**src/rtl/utils_pkg.sv**
```systemverilog
// Shared types and constants for the load/store unit: op encodings, trap info,
// FSM states and the data-bus request/response bundles.
package utils_pkg;

  localparam int unsigned XLEN = 32;

  // Machine trap-cause codes for the faults this unit reports.
  localparam logic [3:0] CAUSE_LD_MISALIGNED = 4'd4;
  localparam logic [3:0] CAUSE_LD_ACCESS     = 4'd5;
  localparam logic [3:0] CAUSE_ST_MISALIGNED = 4'd6;
  localparam logic [3:0] CAUSE_ST_ACCESS     = 4'd7;

  typedef enum logic [1:0] {
    LSU_NONE  = 2'd0,
    LSU_LOAD  = 2'd1,
    LSU_STORE = 2'd2
  } lsu_t;

  typedef enum logic [2:0] {
    LSU_B  = 3'd0,
    LSU_H  = 3'd1,
    LSU_W  = 3'd2,
    LSU_BU = 3'd3,
    LSU_HU = 3'd4
  } lsu_w_t;

  typedef struct packed {
    lsu_t              op_typ;
    lsu_w_t            width;
    logic [XLEN-1:0]   addr;
    logic [XLEN-1:0]   wdata;
  } s_lsu_op_t;

  typedef struct packed {
    logic              active;
    logic [XLEN-1:0]   mtval;
  } s_trap_info_t;

  typedef enum logic [1:0] {
    S_IDLE = 2'd0,
    S_REQ  = 2'd1,
    S_RSP  = 2'd2
  } lsu_fsm_t;

  typedef struct packed {
    logic              valid;
    logic [XLEN-1:0]   addr;
    logic              we;
    logic [XLEN-1:0]   wdata;
    logic [3:0]        wstrb;
  } s_dbus_req_t;

  typedef struct packed {
    logic              valid;
    logic [XLEN-1:0]   rdata;
    logic              err;
  } s_dbus_rsp_t;

  function automatic logic misaligned(input lsu_w_t width, input logic [1:0] off);
    case (width)
      LSU_H, LSU_HU: return off[0];
      LSU_W:         return off != 2'b00;
      default:       return 1'b0;
    endcase
  endfunction

endpackage

```
**src/rtl/lsu_align.sv**
```systemverilog
// Byte-lane steering for the LSU: store strobes and lane replication,
// load lane selection with sign or zero extension.
module lsu_align
  import utils_pkg::*;
(
  input  lsu_w_t      width_i,
  input  logic [1:0]  off_i,
  input  logic [31:0] st_data_i,
  input  logic [31:0] ld_raw_i,
  output logic [3:0]  wstrb_o,
  output logic [31:0] wdata_o,
  output logic [31:0] ld_data_o
);

  logic [31:0] shifted;

  always_comb begin
    wstrb_o   = 4'hF;
    wdata_o   = st_data_i;
    shifted   = ld_raw_i >> {off_i, 3'b000};
    ld_data_o = shifted;

    case (width_i)
      LSU_B, LSU_BU: begin
        wstrb_o = 4'b0001 << off_i;
        wdata_o = {4{st_data_i[7:0]}};
      end
      LSU_H, LSU_HU: begin
        wstrb_o = 4'b0011 << off_i;
        wdata_o = {2{st_data_i[15:0]}};
      end
      default: ;
    endcase

    case (width_i)
      LSU_B:   ld_data_o = {{24{shifted[7]}}, shifted[7:0]};
      LSU_BU:  ld_data_o = {24'h0, shifted[7:0]};
      LSU_H:   ld_data_o = {{16{shifted[15]}}, shifted[15:0]};
      LSU_HU:  ld_data_o = {16'h0, shifted[15:0]};
      default: ld_data_o = shifted;
    endcase
  end

endmodule

```
**src/rtl/lsu.sv**
```systemverilog
// Load/store unit: issues one memory op at a time on a single-outstanding
// valid/ready data bus, stalls execute until the response, reports faults.
module lsu
  import utils_pkg::*;
#(
  parameter int unsigned ADDR_WIDTH = 32,
  parameter int unsigned DATA_WIDTH = 32
) (
  input  logic                    clk,
  input  logic                    rst,
  input  s_lsu_op_t               lsu_i,
  input  logic [4:0]              rd_addr_i,
  output logic                    lsu_bp_o,
  output logic                    dbus_req_valid_o,
  input  logic                    dbus_req_ready_i,
  output logic [ADDR_WIDTH-1:0]   dbus_req_addr_o,
  output logic                    dbus_req_we_o,
  output logic [DATA_WIDTH-1:0]   dbus_req_wdata_o,
  output logic [3:0]              dbus_req_wstrb_o,
  input  logic                    dbus_rsp_valid_i,
  input  logic [DATA_WIDTH-1:0]   dbus_rsp_rdata_i,
  input  logic                    dbus_rsp_err_i,
  output logic                    dbus_rsp_ready_o,
  output logic                    ld_valid_o,
  output logic [DATA_WIDTH-1:0]   ld_rdata_o,
  output logic [4:0]              ld_rd_o,
  output s_trap_info_t            lsu_trap_ld_o,
  output s_trap_info_t            lsu_trap_st_o
);

  lsu_fsm_t    state_q, state_d;
  s_lsu_op_t   op_q, op_d;
  logic [4:0]  rd_q, rd_d;

  s_lsu_op_t   cur_op;
  s_dbus_req_t req;
  s_dbus_rsp_t rsp;
  logic [3:0]  lane_strb;
  logic [31:0] lane_wdata;
  logic [31:0] lane_ld;

  // In IDLE the request is formed straight from execute; afterwards from the captured op.
  assign cur_op = (state_q == S_IDLE) ? lsu_i : op_q;
  assign rsp    = '{valid: dbus_rsp_valid_i, rdata: dbus_rsp_rdata_i, err: dbus_rsp_err_i};

  lsu_align u_align (
    .width_i   (cur_op.width),
    .off_i     (cur_op.addr[1:0]),
    .st_data_i (cur_op.wdata),
    .ld_raw_i  (rsp.rdata),
    .wstrb_o   (lane_strb),
    .wdata_o   (lane_wdata),
    .ld_data_o (lane_ld)
  );

  always_comb begin
    state_d          = state_q;
    op_d             = op_q;
    rd_d             = rd_q;
    req              = '0;
    lsu_bp_o         = 1'b0;
    dbus_rsp_ready_o = 1'b0;
    ld_valid_o       = 1'b0;
    ld_rdata_o       = '0;
    ld_rd_o          = '0;
    lsu_trap_ld_o    = '0;
    lsu_trap_st_o    = '0;

    case (state_q)
      S_IDLE: begin
        if (lsu_i.op_typ != LSU_NONE) begin
          if (misaligned(lsu_i.width, lsu_i.addr[1:0])) begin
            lsu_trap_ld_o = '{active: lsu_i.op_typ == LSU_LOAD,  mtval: lsu_i.addr};
            lsu_trap_st_o = '{active: lsu_i.op_typ == LSU_STORE, mtval: lsu_i.addr};
          end else begin
            req.valid = 1'b1;
            lsu_bp_o  = 1'b1;
            op_d      = lsu_i;
            rd_d      = rd_addr_i;
            state_d   = dbus_req_ready_i ? S_RSP : S_REQ;
          end
        end
      end
      S_REQ: begin
        req.valid = 1'b1;
        lsu_bp_o  = 1'b1;
        if (dbus_req_ready_i) state_d = S_RSP;
      end
      S_RSP: begin
        dbus_rsp_ready_o = 1'b1;
        lsu_bp_o         = !rsp.valid;
        if (rsp.valid) begin
          state_d = S_IDLE;
          if (rsp.err) begin
            lsu_trap_ld_o = '{active: op_q.op_typ == LSU_LOAD,  mtval: op_q.addr};
            lsu_trap_st_o = '{active: op_q.op_typ == LSU_STORE, mtval: op_q.addr};
          end else if (op_q.op_typ == LSU_LOAD) begin
            ld_valid_o = 1'b1;
            ld_rdata_o = lane_ld;
            ld_rd_o    = rd_q;
          end
        end
      end
      default: state_d = S_IDLE;
    endcase

    if (req.valid) begin
      req.addr  = {cur_op.addr[31:2], 2'b00};
      req.we    = cur_op.op_typ == LSU_STORE;
      req.wdata = lane_wdata;
      req.wstrb = req.we ? lane_strb : 4'h0;
    end

    // Reset forces every output quiet even while execute still presents an op.
    if (rst) begin
      req              = '0;
      lsu_bp_o         = 1'b0;
      dbus_rsp_ready_o = 1'b0;
      ld_valid_o       = 1'b0;
      ld_rdata_o       = '0;
      ld_rd_o          = '0;
      lsu_trap_ld_o    = '0;
      lsu_trap_st_o    = '0;
    end
  end

  assign dbus_req_valid_o = req.valid;
  assign dbus_req_addr_o  = req.addr;
  assign dbus_req_we_o    = req.we;
  assign dbus_req_wdata_o = req.wdata;
  assign dbus_req_wstrb_o = req.wstrb;

  // NOTE: sequential state uses non-blocking assignments; the synchronous reset lives inside the clocked block.
  always_ff @(posedge clk) begin
    if (rst) begin
      state_q <= S_IDLE;
      op_q    <= '0;
      rd_q    <= '0;
    end else begin
      state_q <= state_d;
      op_q    <= op_d;
      rd_q    <= rd_d;
    end
  end

endmodule

```
**config.mk**
```make
export PLATFORM = sky130hd
export DESIGN_NAME = lsu
export DESIGN_NICKNAME = d
export VERILOG_FILES = /design/src/rtl/utils_pkg.sv /design/src/rtl/lsu_align.sv /design/src/rtl/lsu.sv
export SDC_FILE = /design/constraint.sdc
export NUM_CORES = 1
export LEC_CHECK = 0
export CAP_MARGIN = 10
export CORE_MARGIN = 2
export CORE_UTILIZATION = 42
export CTS_CLUSTER_SIZE = 28
export DETAILED_ROUTE_END_ITERATION = 10
export PLACE_DENSITY = 0.83
export SYNTH_ARGS = -nofsm -noshare
export SYNTH_HDL_FRONTEND = slang
export SYNTH_SLANG_ARGS = --single-unit
```
**constraint.sdc**
```tcl
create_clock -name clk -period 2.5 [get_ports clk]
set_input_delay 0.25 -clock clk [delete_from_list [all_inputs] [get_ports clk]]
set_output_delay 0.25 -clock clk [all_outputs]
set_load 0.01 [all_outputs]
```
==> results.py, run 1 <==
metrics = {
    "outcome": {
        "status": "complete, but fails checks",
        "violations": "negative setup slack",
    },
    "sta": {
        "hold_viol": 0,
        "max_slew.worst_pin.slew_ns": 0.8338,
        "finalSetupViolations": 59,
        "fmax_ghz": 0.3550,
        "fin_crit_ns": 2.817,
        "max-slew-margin-rel_pct": 44.41,
        "drv_slew": 0,
        "period_share_pct": 112.7,
        "rsz0062_at_grt": "true",
        "finClkSkew_ns": 0.01057,
        "hold_slack_ns": 0.4490,
        "finalWorstSetupSlack_ns": -0.3170,
    },
    "die": {
        "die_y_um": 122.3,
        "die_w_um": 122.3,
        "ioPinCount": 287,
        "rows": 43,
        "fp.coreArea_mm2": 0.01377,
        "initial_core_util_pct": 42.70,
        "die_area_mm2": 0.01496,
    },
    "yosys": {
        "syn_area_mm2": 0.005881,
        "async_flop_share_pct": 0,
        "yosysSeqAreaShare_pct": 25.87,
        "synth-main-ff-cell": "dfxtp_1",
        "synth_cell_types": 54,
        "ys_ff_latch": 76,
        "synth_edf_count": 0,
        "synth_area_leader_cell": "dfxtp_1",
        "synthCells": 815,
        "ys_warn_count": 0,
        "synth_common_cells": "nand2_1 (139), nor2_1 (131), mux2i_1 (88), dfxtp_1 (76), a21oi_1 (60)",
        "syn_avg_cell_area_um2": 7.216,
        "synth_most_common_cell": "nand2_1",
        "synthTopCellsByArea": "dfxtp_1 (26%), mux2i_1 (15%), nand2_1 (8.9%)",
        "synth_top_cell_area_share_pct": 25.87,
    },
    "cts": {
        "root_buffer": "clkbuf_16",
        "clock_latency_ns": 0.33,
        "cts_made_buffers": 9,
        "tritoncts": "done",
        "clk_path_buf_depth": 2,
        "htreeDepth": 3,
        "numClockSinks": 76,
        "clk_pin_slew_worst_paths_ns": 0.06,
    },
    "drt": {
        "routed_wirelength_um": 25820,
        "via_per_inst": 5.728,
        "drt_iter0_drc": 542,
        "firstDrtPassIters": 6,
        "drt-wirelength-per-cell_um": 19.48,
        "vias": 7589,
        "ant_nets": 0,
        "drc": 0,
    },
    "global_route": {
        "grt_pass1_wl_um": 35240,
        "grtUsageTotal_pct": 29.43,
        "antenna_found_initial": 2,
        "grt.overflow.total": 0,
        "grt_max_degree": 77,
        "grt_pass1_vias": 6865,
    },
    "placed_design": {
        "place_inst": 1255,
        "dp_hpwl_um": 15800,
        "numPortBuffers": 284,
        "dpl-instance-area_mm2": 0.009114,
        "gp_congestion": 0.9434,
    },
    "critical_path": {
        "path_class": "in -> out",
        "path_buf_inv": 4,
        "endpoint_kind": "primary output",
        "max_stage_delay_ns": 0.58,
        "arrival_ns": 2.57,
        "crit_required_ns": 2.25,
        "cp_top_family": "buffers and inverters",
        "crit_fanout": 6,
        "startpoint_type": "input port",
        "path_cells": "clkdlybuf4s50_1, or4_4, o31ai_4, nand2b_1, a221o_2, buf_12, buf_16, a31oi_1, buf_2",
        "slowest_stage": "or4_4",
    },
    "finish": {
        "stdcell_count": 1325,
        "drive_above_1_share_pct": 34.53,
        "areaGrowthSynthToFinish_pct": 72.49,
        "finalNetCount": 1250,
        "finish.instance_area_mm2": 0.01014,
    },
    "hold_path": {
        "min_path_type": "in -> reg",
    },
    "pwr": {
        "p_sw_share_pct": 34.58,
        "clockPowerShare_pct": 29.6,
        "power_frac_comb_pct": 43.5,
        "p_seq_share_pct": 27.0,
        "p_leak_nw": 4.730,
        "cell_internal_pwr_mw": 3.365,
        "netSwitchingPower_mw": 1.778,
        "peakVddDrop_mv": 0.3660,
        "power.density_mw_per_mm2": 507.0,
    },
    "run": {
        "cap_violations": 0,
    },
}
-- final timing paths --
check	startpoint	to	slack (ns)	depth (start not counted)
max reg2reg	state_q[1]	op_q[34]	0.26	10
min reg2reg	rd_q[0]	rd_q[0]	0.49	2
min	lsu_i[33]	op_q[33]	0.45	4
max	lsu_i[64]	ld_rdata_o[17]	-0.32	9
-- what timing repair did --
item,CTS,global route
cloned,7,2
pin swaps,22,44
endpoints found under the setup margin,173,134
hold buffers,0,0
buffers inserted,24,23
resized for setup,427,246
-- through the flow --
step                power, mW  TNS, ns  utilization [%]  setup WS [ns]
finish                  5.143   -10.19            73.65        -0.3170
global route            5.353   -13.32            73.65        -0.3790
CTS                     4.911   -5.677            71.41        -0.2354
detailed placement      3.205   -67.19            66.17        -0.6472
global placement        3.177   -64.42            66.17        -0.5987
floorplan               2.401        0                -         0.2191
-- state kept, by name, indices dropped and copies added (netlist names) --
name,count
rd_q,5
state_q,2
op_q,69
-- metal layers --
| metal | global-route usage (%) | part of all wire (%) |
|---|---|---|
| met1 | 34.51 | 37 |
| met2 | 52.08 | 50 |
| met3 | 6.320 | 8.8 |
| met4 | 11.57 | 4.1 |
| met5 | 0 | 0 |
-- cells by family (layout without fill, tap and decap cells) --
logic type | Yosys count | count (layout) | synth area share (%)
flops | 76 | 76 | 25.87
other cells | 1 | 3 | 0.06377
mux | 96 | 96 | 16.51
simple gates | 346 | 347 | 25.57
buf+inv | 115 | 442 | 10.89
xor+xnor | 1 | 1 | 0.1490
compound gates | 180 | 180 | 20.94
-- cell type report --
| type | count | area (µm²) |
|---|---|---|
| fillers | 1058 | 3630 |
| well taps | 180 | 225.2 |
| inverters | 7 | 26.28 |
| clock buffers | 9 | 225.2 |
| diodes | 1 | 2.502 |
| repair buffers | 419 | 3656 |
| flip-flops and latches | 76 | 1529 |
| clock inverters | 7 | 121.4 |
| multi-input cells | 626 | 4358 |
-- tightest hold or removal path, cell delays in order --
cell and delay (ns):
dlymetal6s2s_1 0.19, buf_4 0.16, mux2i_1 0.06, nor2_1 0.08
-- power groups by stage --
| stage | Sequential (mW) | Clock [mW] | Combinational, mW |
|---|---|---|---|
| 2_1_floorplan | 1.39 | 0 | 1.01 |
| 3_3_place_gp | 1.40 | 0 | 1.78 |
| 3_5_place_dp | 1.41 | 0 | 1.80 |
| 4_1_cts | 1.38 | 1.54 | 1.99 |
| 5_1_grt | 1.40 | 1.59 | 2.37 |
| 6_report | 1.39 | 1.52 | 2.24 |
-- cells in the final DEF, fill, tap and decap left out, drive strengths merged, types with 20 or more instances in the layout --
master           n
a21oi           61
a22oi           31
buf            192
clkbuf          80
clkdlybuf4s50  106
dfxtp           76
dlygate4sd2     37
mux2i           88
nand2          139
nor2           135
nor3            20
(Power assumes the default switching activity.)
==> run 2, diff against run 1 <==
Settings changed: PLACE_DENSITY 0.83 to unset, PLACE_DENSITY_LB_ADDON set to 0.1.
==> results.py, run 2 (synthesis gave the netlist of run 1 again) <==
metrics = {
    "global_route": {
        "grt_pass1_vias": 6830,
        "antenna_found_initial": 2,
        "grt.overflow.total": 0,
        "grt_max_degree": 77,
        "grtUsageTotal_pct": 28.90,
        "grt_pass1_wl_um": 34730,
    },
    "pwr": {
        "peakVddDrop_mv": 0.3749,
        "p_leak_nw": 4.519,
        "power.density_mw_per_mm2": 472.5,
    },
    "drt": {
        "ant_nets": 0,
        "drt-wirelength-per-cell_um": 17.14,
        "vias": 7241,
        "route.met3.wl_um": 1848,
        "drt_iter0_drc": 636,
        "firstDrtPassIters": 5,
        "top_layer": "met4",
        "via_per_inst": 5.486,
        "routed_wirelength_um": 22620,
        "m1WireLength_um": 9376,
        "drc": 0,
        "wl_met2_um": 10870,
    },
    "finish": {
        "regMostFlops": "op_q",
        "finalNetCount": 1247,
        "biggestRegsByFlops": "op_q: 69 flops, rd_q: 5 flops, state_q: 2 flops",
        "postLayoutCoreUtil_pct": 70.34,
        "final_common_cell": "nand2_1",
        "final_cell_mix": "nand2_1 (136), nor2_1 (126), clkdlybuf4s50_1 (109)",
        "areaGrowthSynthToFinish_pct": 64.74,
        "drive_above_1_share_pct": 33.13,
        "largest_reg_flops": 69,
    },
    "die": {
        "die_y_um": 122.3,
        "rows": 43,
        "die_area_mm2": 0.01496,
        "die_w_um": 122.3,
        "ioPinCount": 287,
        "initial_core_util_pct": 42.70,
        "fp.coreArea_mm2": 0.01377,
    },
    "outcome": {
        "violations": "negative setup slack",
        "status": "complete, but fails checks",
    },
    "sta": {
        "finalSetupViolations": 48,
        "hold_viol": 0,
        "drv_slew": 0,
        "fin_crit_ns": 2.714,
        "finalWorstSetupSlack_ns": -0.2144,
        "max_slew.worst_pin.slew_ns": 0.8332,
        "finalSetupTns_ns": -5.206,
        "period_share_pct": 108.6,
        "max-slew-margin-rel_pct": 44.45,
        "hold_slack_ns": 0.4910,
        "rsz0062_at_grt": "true",
        "fmax_ghz": 0.3684,
        "finClkSkew_ns": 0.005837,
    },
    "cts": {
        "root_buffer": "clkbuf_16",
        "tritoncts": "done",
        "hold_buffers": 0,
        "cts_made_buffers": 9,
        "clk_pin_slew_worst_paths_ns": 0.06,
        "clock_latency_ns": 0.34,
        "clk_path_buf_depth": 2,
        "htreeDepth": 3,
        "numClockSinks": 76,
    },
    "placed_design": {
        "gp_congestion": 0.9153,
        "numPortBuffers": 284,
        "dp_hpwl_um": 15220,
    },
    "critical_path": {
        "startpoint_type": "flop",
        "crit_fanout": 6,
        "crit_required_ns": 2.25,
        "endpoint_kind": "primary output",
        "arrival_ns": 2.46,
        "path_class": "reg -> out",
    },
    "hold_path": {
        "min_path_type": "reg -> reg",
    },
    "run": {
        "cap_violations": 0,
    },
}
==> run 2: layout make-up <==
| cell class | count | area (µm²) |
|---|---|---|
| multi-input cells | 625 | 4098 |
| fillers | 1210 | 4085 |
| repair buffers | 417 | 3560 |
| flip-flops and latches | 76 | 1529 |
| clock buffers | 9 | 225.2 |
| well taps | 180 | 225.2 |
| inverters | 7 | 26.28 |
| clock inverters | 4 | 20.02 |
| diodes | 2 | 5.005 |
==> run 2: worst paths after layout <==
check / cells past startpoint / slack, ns / from / to
max: 8 / -0.21 / state_q[1] / ld_rdata_o[28]
min: 2 / 0.49 / op_q[15] / op_q[15]
max reg2reg: 9 / 0.38 / state_q[1] / op_q[29]
min reg2reg: 2 / 0.49 / op_q[15] / op_q[15]
==> run 2: where the power goes <==
part | total, mW | internal (mW) | switching (mW)
sequential | 1.38 | 1.31 | 0.0688
combinational | 2.06 | 1.01 | 1.04
clock | 1.14 | 0.648 | 0.491
==> run 2: worst max-delay path: stages (launching register included) <==
cell and delay (ns):
dfxtp_4 0.38, buf_12 0.14, or3b_4 0.38, a2111o_1 0.41
o31ai_4 0.09, nand4_4 0.21, clkbuf_16 0.22, a31oi_2 0.16
buf_2 0.15
==> run 2: what timing repair did <==
action,CTS,global route
setup buffers,29,9
endpoints found under the setup margin,240,151
gates resized for setup,467,179
cloned,5,1
pin swaps,23,30
==> run 2: per-stage QoR <==
step / setup WS [ns] / power (mW) / instance area (µm²) / instances
after detailed placement: -0.5983 / 3.228 / 9141 / 1262
after global routing: -0.2693 / 4.819 / 9688 / 1320
after CTS: -0.2696 / 4.515 / 9779 / 1309
after global placement: -0.5834 / 3.211 / 9141 / 1262
after floorplan: 0.2191 / 2.401 / 5884 / 816
final: -0.2144 / 4.578 / 9688 / 1320
==> run 2: routing by layer <==
metal | up-vias | GRT usage [%]
li1 | 3458 | -
met1 | 3396 | 36.41
met2 | 340 | 48.75
met3 | 47 | 6.506
met4 | 0 | 9.555
met5 | - | 0
==> RTL edit 1 (settings of run 1) <==
`rd_q` no longer has a reset.
--- a/src/rtl/lsu.sv
+++ b/src/rtl/lsu.sv
@@ -137,3 +137,2 @@
       op_q    <= '0;
-      rd_q    <= '0;
     end else begin
@@ -141,4 +140,7 @@
       op_q    <= op_d;
-      rd_q    <= rd_d;
     end
+  end
+
+  always_ff @(posedge clk) begin
+    rd_q <= rd_d;
   end
Function: not settled (the Yosys comparison gave no result); the edit may change what the design does.
==> RTL edit 1 against run 1 <==
- the run still ends with setup timing left
- power is 2.2% higher
- synthesized area is 1.4% lower
- critical path depth is 2 higher
- wire length is 14% higher
- cell area is 4.3% higher
- hold slack worse by 0.12 ns
- core utilization is 5.6 points higher
- sequential cell count stayed put
- worst setup slack better by 0.024 ns
- critical path type is now flop to output pin
- largest power group unchanged
==> RTL edit 1: results (changes against run 1) <==
[place]
dp.cells = 1245  ; -0.80%
preCtsSetupSlack_ns = -0.632  ; +0.0152 ns
post-dp-hpwl_mm = 16.4  ; +4.0%
gp_congestion = 0.964  ; +2.2%

[min_path]
hold_depth = 3  ; -1

[synthesis]
synthDistinctLibCells = 55  ; +1.9%
synth-edff-count = 5  ; +5
yosysSeqAreaShare = 0.271  ; +0.0123
synth.mux.area_fraction = 0.161  ; -0.00455
synth-compound-area-share = 0.202  ; -0.00694
synthCells = 802  ; -1.6%
synth_area_leaders = dfxtp_1, mux2i_1, nor2_1
yosys-top-cells-count = nor2_1, nand2_1, mux2i_1

[sta]
setup_viol = 60  ; +1.7%
fin_ws_ns = -0.293  ; +0.0240 ns
setup-tns-final_ns = -8.62  ; +1.57 ns

[power]
ir_worst_vdd_mv = 0.576  ; +57%
leakage_nw = 4.98  ; +5.4%

[worst_setup_path]
arrival_ns = 2.54  ; -0.03 ns
worstPathMaxFanout = 12  ; +6
cpPeakStageDelay_ns = 0.39  ; -0.19 ns

[detailed_routing]
first_pass_iters = 5  ; -1
viasPerCell = 6.02  ; +5.0%
wl_mm = 29.3  ; +14%

[grt]
antenna_found_initial = 1  ; -1
grt_pass1_vias = 7133  ; +3.9%
grt.total_usage = 0.322  ; +0.0275
grt_pass1_wl_mm = 37.6  ; +6.8%
grt_max_degree = 42  ; -45%

[finish]
final_nets = 1258  ; +0.64%
drive_above_1_share = 0.348  ; +0.00281

[status]
status = finished, violations left
violations = setup timing

[clocking]
clock_latency_ns = 0.35  ; +0.02 ns

RTL edit 1: cell types whose count changed in the layout (fill, tap and decap cells not counted), sizes merged, moves of 5 or more:
cell         delta
clkbuf         -54
buf            +46
dlygate4sd2    +24
nand2          -14
nand3          +14
nor2            -6
a21oi           -5
dfxtp           -5
edfxtp          +5
RTL edit 1: stage by stage:
step                power, W  utilization
floorplan            0.00239            -
global placement     0.00320        0.683
detailed placement   0.00323        0.683
CTS                  0.00479        0.735
global route         0.00543        0.792
finish               0.00526        0.792
RTL edit 1: per-layer routing:
metal / share of wire / vias up / wire length, um / global-route usage
li1: - / 3507 / - / -
met1: 0.35 / 3811 / 10400 / 0.361
met2: 0.49 / 527 / 14500 / 0.575
met3: 0.091 / 151 / 2660 / 0.0775
met4: 0.060 / 0 / 1760 / 0.142
met5: 0 / - / 0 / 0
RTL edit 1: critical path: cells and delay by family, from the launching register on:
family / cells / cell delay [ns]
compound gates: 4 / 0.71
buf+inv: 6 / 1.02
flops: 1 / 0.39
simple gates: 1 / 0.07
RTL edit 1: power by group through the flow:
stage / clock network, W / logic (W) / registers [W]
2_1_floorplan: 0 / 0.000987 / 0.00140
3_3_place_gp: 0 / 0.00179 / 0.00141
3_5_place_dp: 0 / 0.00181 / 0.00142
4_1_cts: 0.00137 / 0.00203 / 0.00139
5_1_grt: 0.00142 / 0.00260 / 0.00141
6_report: 0.00136 / 0.00249 / 0.00141
RTL edit 1: logic make-up after synthesis:
| logic type | count (synthesis) |
|---|---|
| simple gates | 339 |
| compound gates | 178 |
| buf+inv | 115 |
| mux | 92 |
| flops | 76 |
| xor+xnor | 1 |
| other cells | 1 |
RTL edit 1: final timing paths:
path | startpoint | endpoint | slack (ns)
worst max-delay path | state_q[1] | ld_rdata_o[13] | -0.29
worst min-delay path | lsu_i[66] | op_q[66] | 0.33
worst max register to register | state_q[1] | op_q[44] | 0.31
worst min register to register | op_q[16] | op_q[16] | 0.49
RTL edit 1: what timing repair did:
item | CTS | global route
pin swaps | 20 | 47
gates cloned | 6 | 4
endpoints found under the setup margin | 173 | 129
buffers inserted | 26 | 32
gates resized for setup | 474 | 198
RTL edit 1: cell type report:
cell class,count,area [um2]
Multi-Input combinational cell,612,4360
Timing Repair Buffer,442,4090
Fill cell,847,2770
Sequential cell,76,1580
Clock buffer,11,243
Tap cell,176,220
Clock inverter,5,60.1
Inverter,6,22.5
Antenna cell,1,2.50
==> RTL edit 2 (config.mk and constraints of run 1) <==
Made on the original files. Encoding of `lsu_fsm_t`: now one-hot (3 bits for 3 states).
--- a/src/rtl/utils_pkg.sv
+++ b/src/rtl/utils_pkg.sv
@@ -38,6 +38,6 @@
 
-  typedef enum logic [1:0] {
-    S_IDLE = 2'd0,
-    S_REQ  = 2'd1,
-    S_RSP  = 2'd2
+  typedef enum logic [2:0] {
+    S_IDLE = 3'b001,
+    S_REQ  = 3'b010,
+    S_RSP  = 3'b100
   } lsu_fsm_t;
Behaviour: same outputs for any inputs over 4 cycles, from zero or initial values and one cycle with rst high; so few cycles prove little.
==> RTL edit 2 against run 1 <==
- the run still ends with setup timing left
- count of clock-buffer cells in the layout grew 2
- clock power shrank 22%
- sequential share of layout area shrank 0.83 points
- sequential cell count grew 1
- via count grew 13%
- core utilization grew 1.4 points
- cell count grew 7.9%
- cell area grew 7.2%
- worst setup slack gained 0.11 ns
- power grew 19%
- wire length grew 14%
- synthesized area grew 5.3%
- critical endpoint is now ld_rdata_o[3]
- largest cell class unchanged
==> RTL edit 2: results (changes against run 1) <==
[sta]
worst_clock_skew_ns = 0.00532  ; -0.00525 ns
fin_ws_ns = -0.209  ; +0.108 ns
setup_viol = 63  ; +6.8%

[min_path]
worstHoldStart = rd_q[1]
worstHoldPathType = flop to flop
hold-path-endpoint = rd_q[1]

[synthesis]
synth.mux.area_fraction = 0.109  ; -0.0562
synth_area_leaders = dfxtp_1, nand2_1, a21oi_1
synth-compound-area-share = 0.219  ; +0.00996
yosys-top-cells-count = nand2_1, a21oi_1, nor2_1

[worst_setup_path]
critPathCapture = ld_rdata_o[3]
r2r_setup_slack_ns = 0.59  ; +0.33 ns
cpPeakStageDelay_ns = 0.33  ; -0.25 ns
r2r-end = op_q[36]
arrival_ns = 2.46  ; -0.11 ns
crit_slowest_cell = dfxtp_2

[grt]
grt_pass1_wl_mm = 38.6  ; +9.7%
grt_max_degree = 49  ; -36%
grt_pass1_vias = 7470  ; +8.8%
antenna_found_initial = 0  ; -2

[place]
preCtsSetupSlack_ns = -0.533  ; +0.114 ns
gp_congestion = 1.00  ; +6.5%

[detailed_routing]
initialDrtViolationCount = 837  ; +54%
wl_mm = 29.3  ; +14%

[status]
status = finished, violations left
violations = setup timing

[power]
power.internal_w = 0.00369  ; +9.7%
powerDensity_nw_per_um2 = 562  ; +11%
ir_worst_vdd_mv = 0.348  ; -4.9%
p_comb_w = 0.00346  ; +54%

[finish]
fillCellCount = 1001  ; -5.4%
antennaDiodeCount = 0  ; -1

==> RTL edit 2: metal layers <==
layer | routed length (um) | vias up | global-route usage
met4 | 1480 | 0 | 0.135
li1 | - | 3726 | -
met3 | 2710 | 139 | 0.0616
met1 | 10600 | 4074 | 0.363
met2 | 14600 | 605 | 0.508
met5 | 0 | - | 0
==> RTL edit 2: per-stage QoR <==
step           hold WS (ns)  setup TNS, ns  cells   util  cell area (um2)
3_3_place_gp          0.437         -54.45   1352  0.655             9480
4_1_cts               0.451          -6.56   1388  0.682             9880
6_report              0.449          -5.13   1430  0.751            10900
5_1_grt               0.469         -10.35   1430  0.751            10900
2_1_floorplan         0.322              0    902      -             6190
3_5_place_dp          0.443         -63.02   1352  0.655             9480
==> RTL edit 2: area by class of cell <==
type,count,area share
clock buffer,11,0.0214
clock inverter,3,0.00138
inverter,6,0.00207
multi-input combinational,710,0.439
sequential,77,0.142
tap,184,0.0212
timing repair buffer,439,0.373
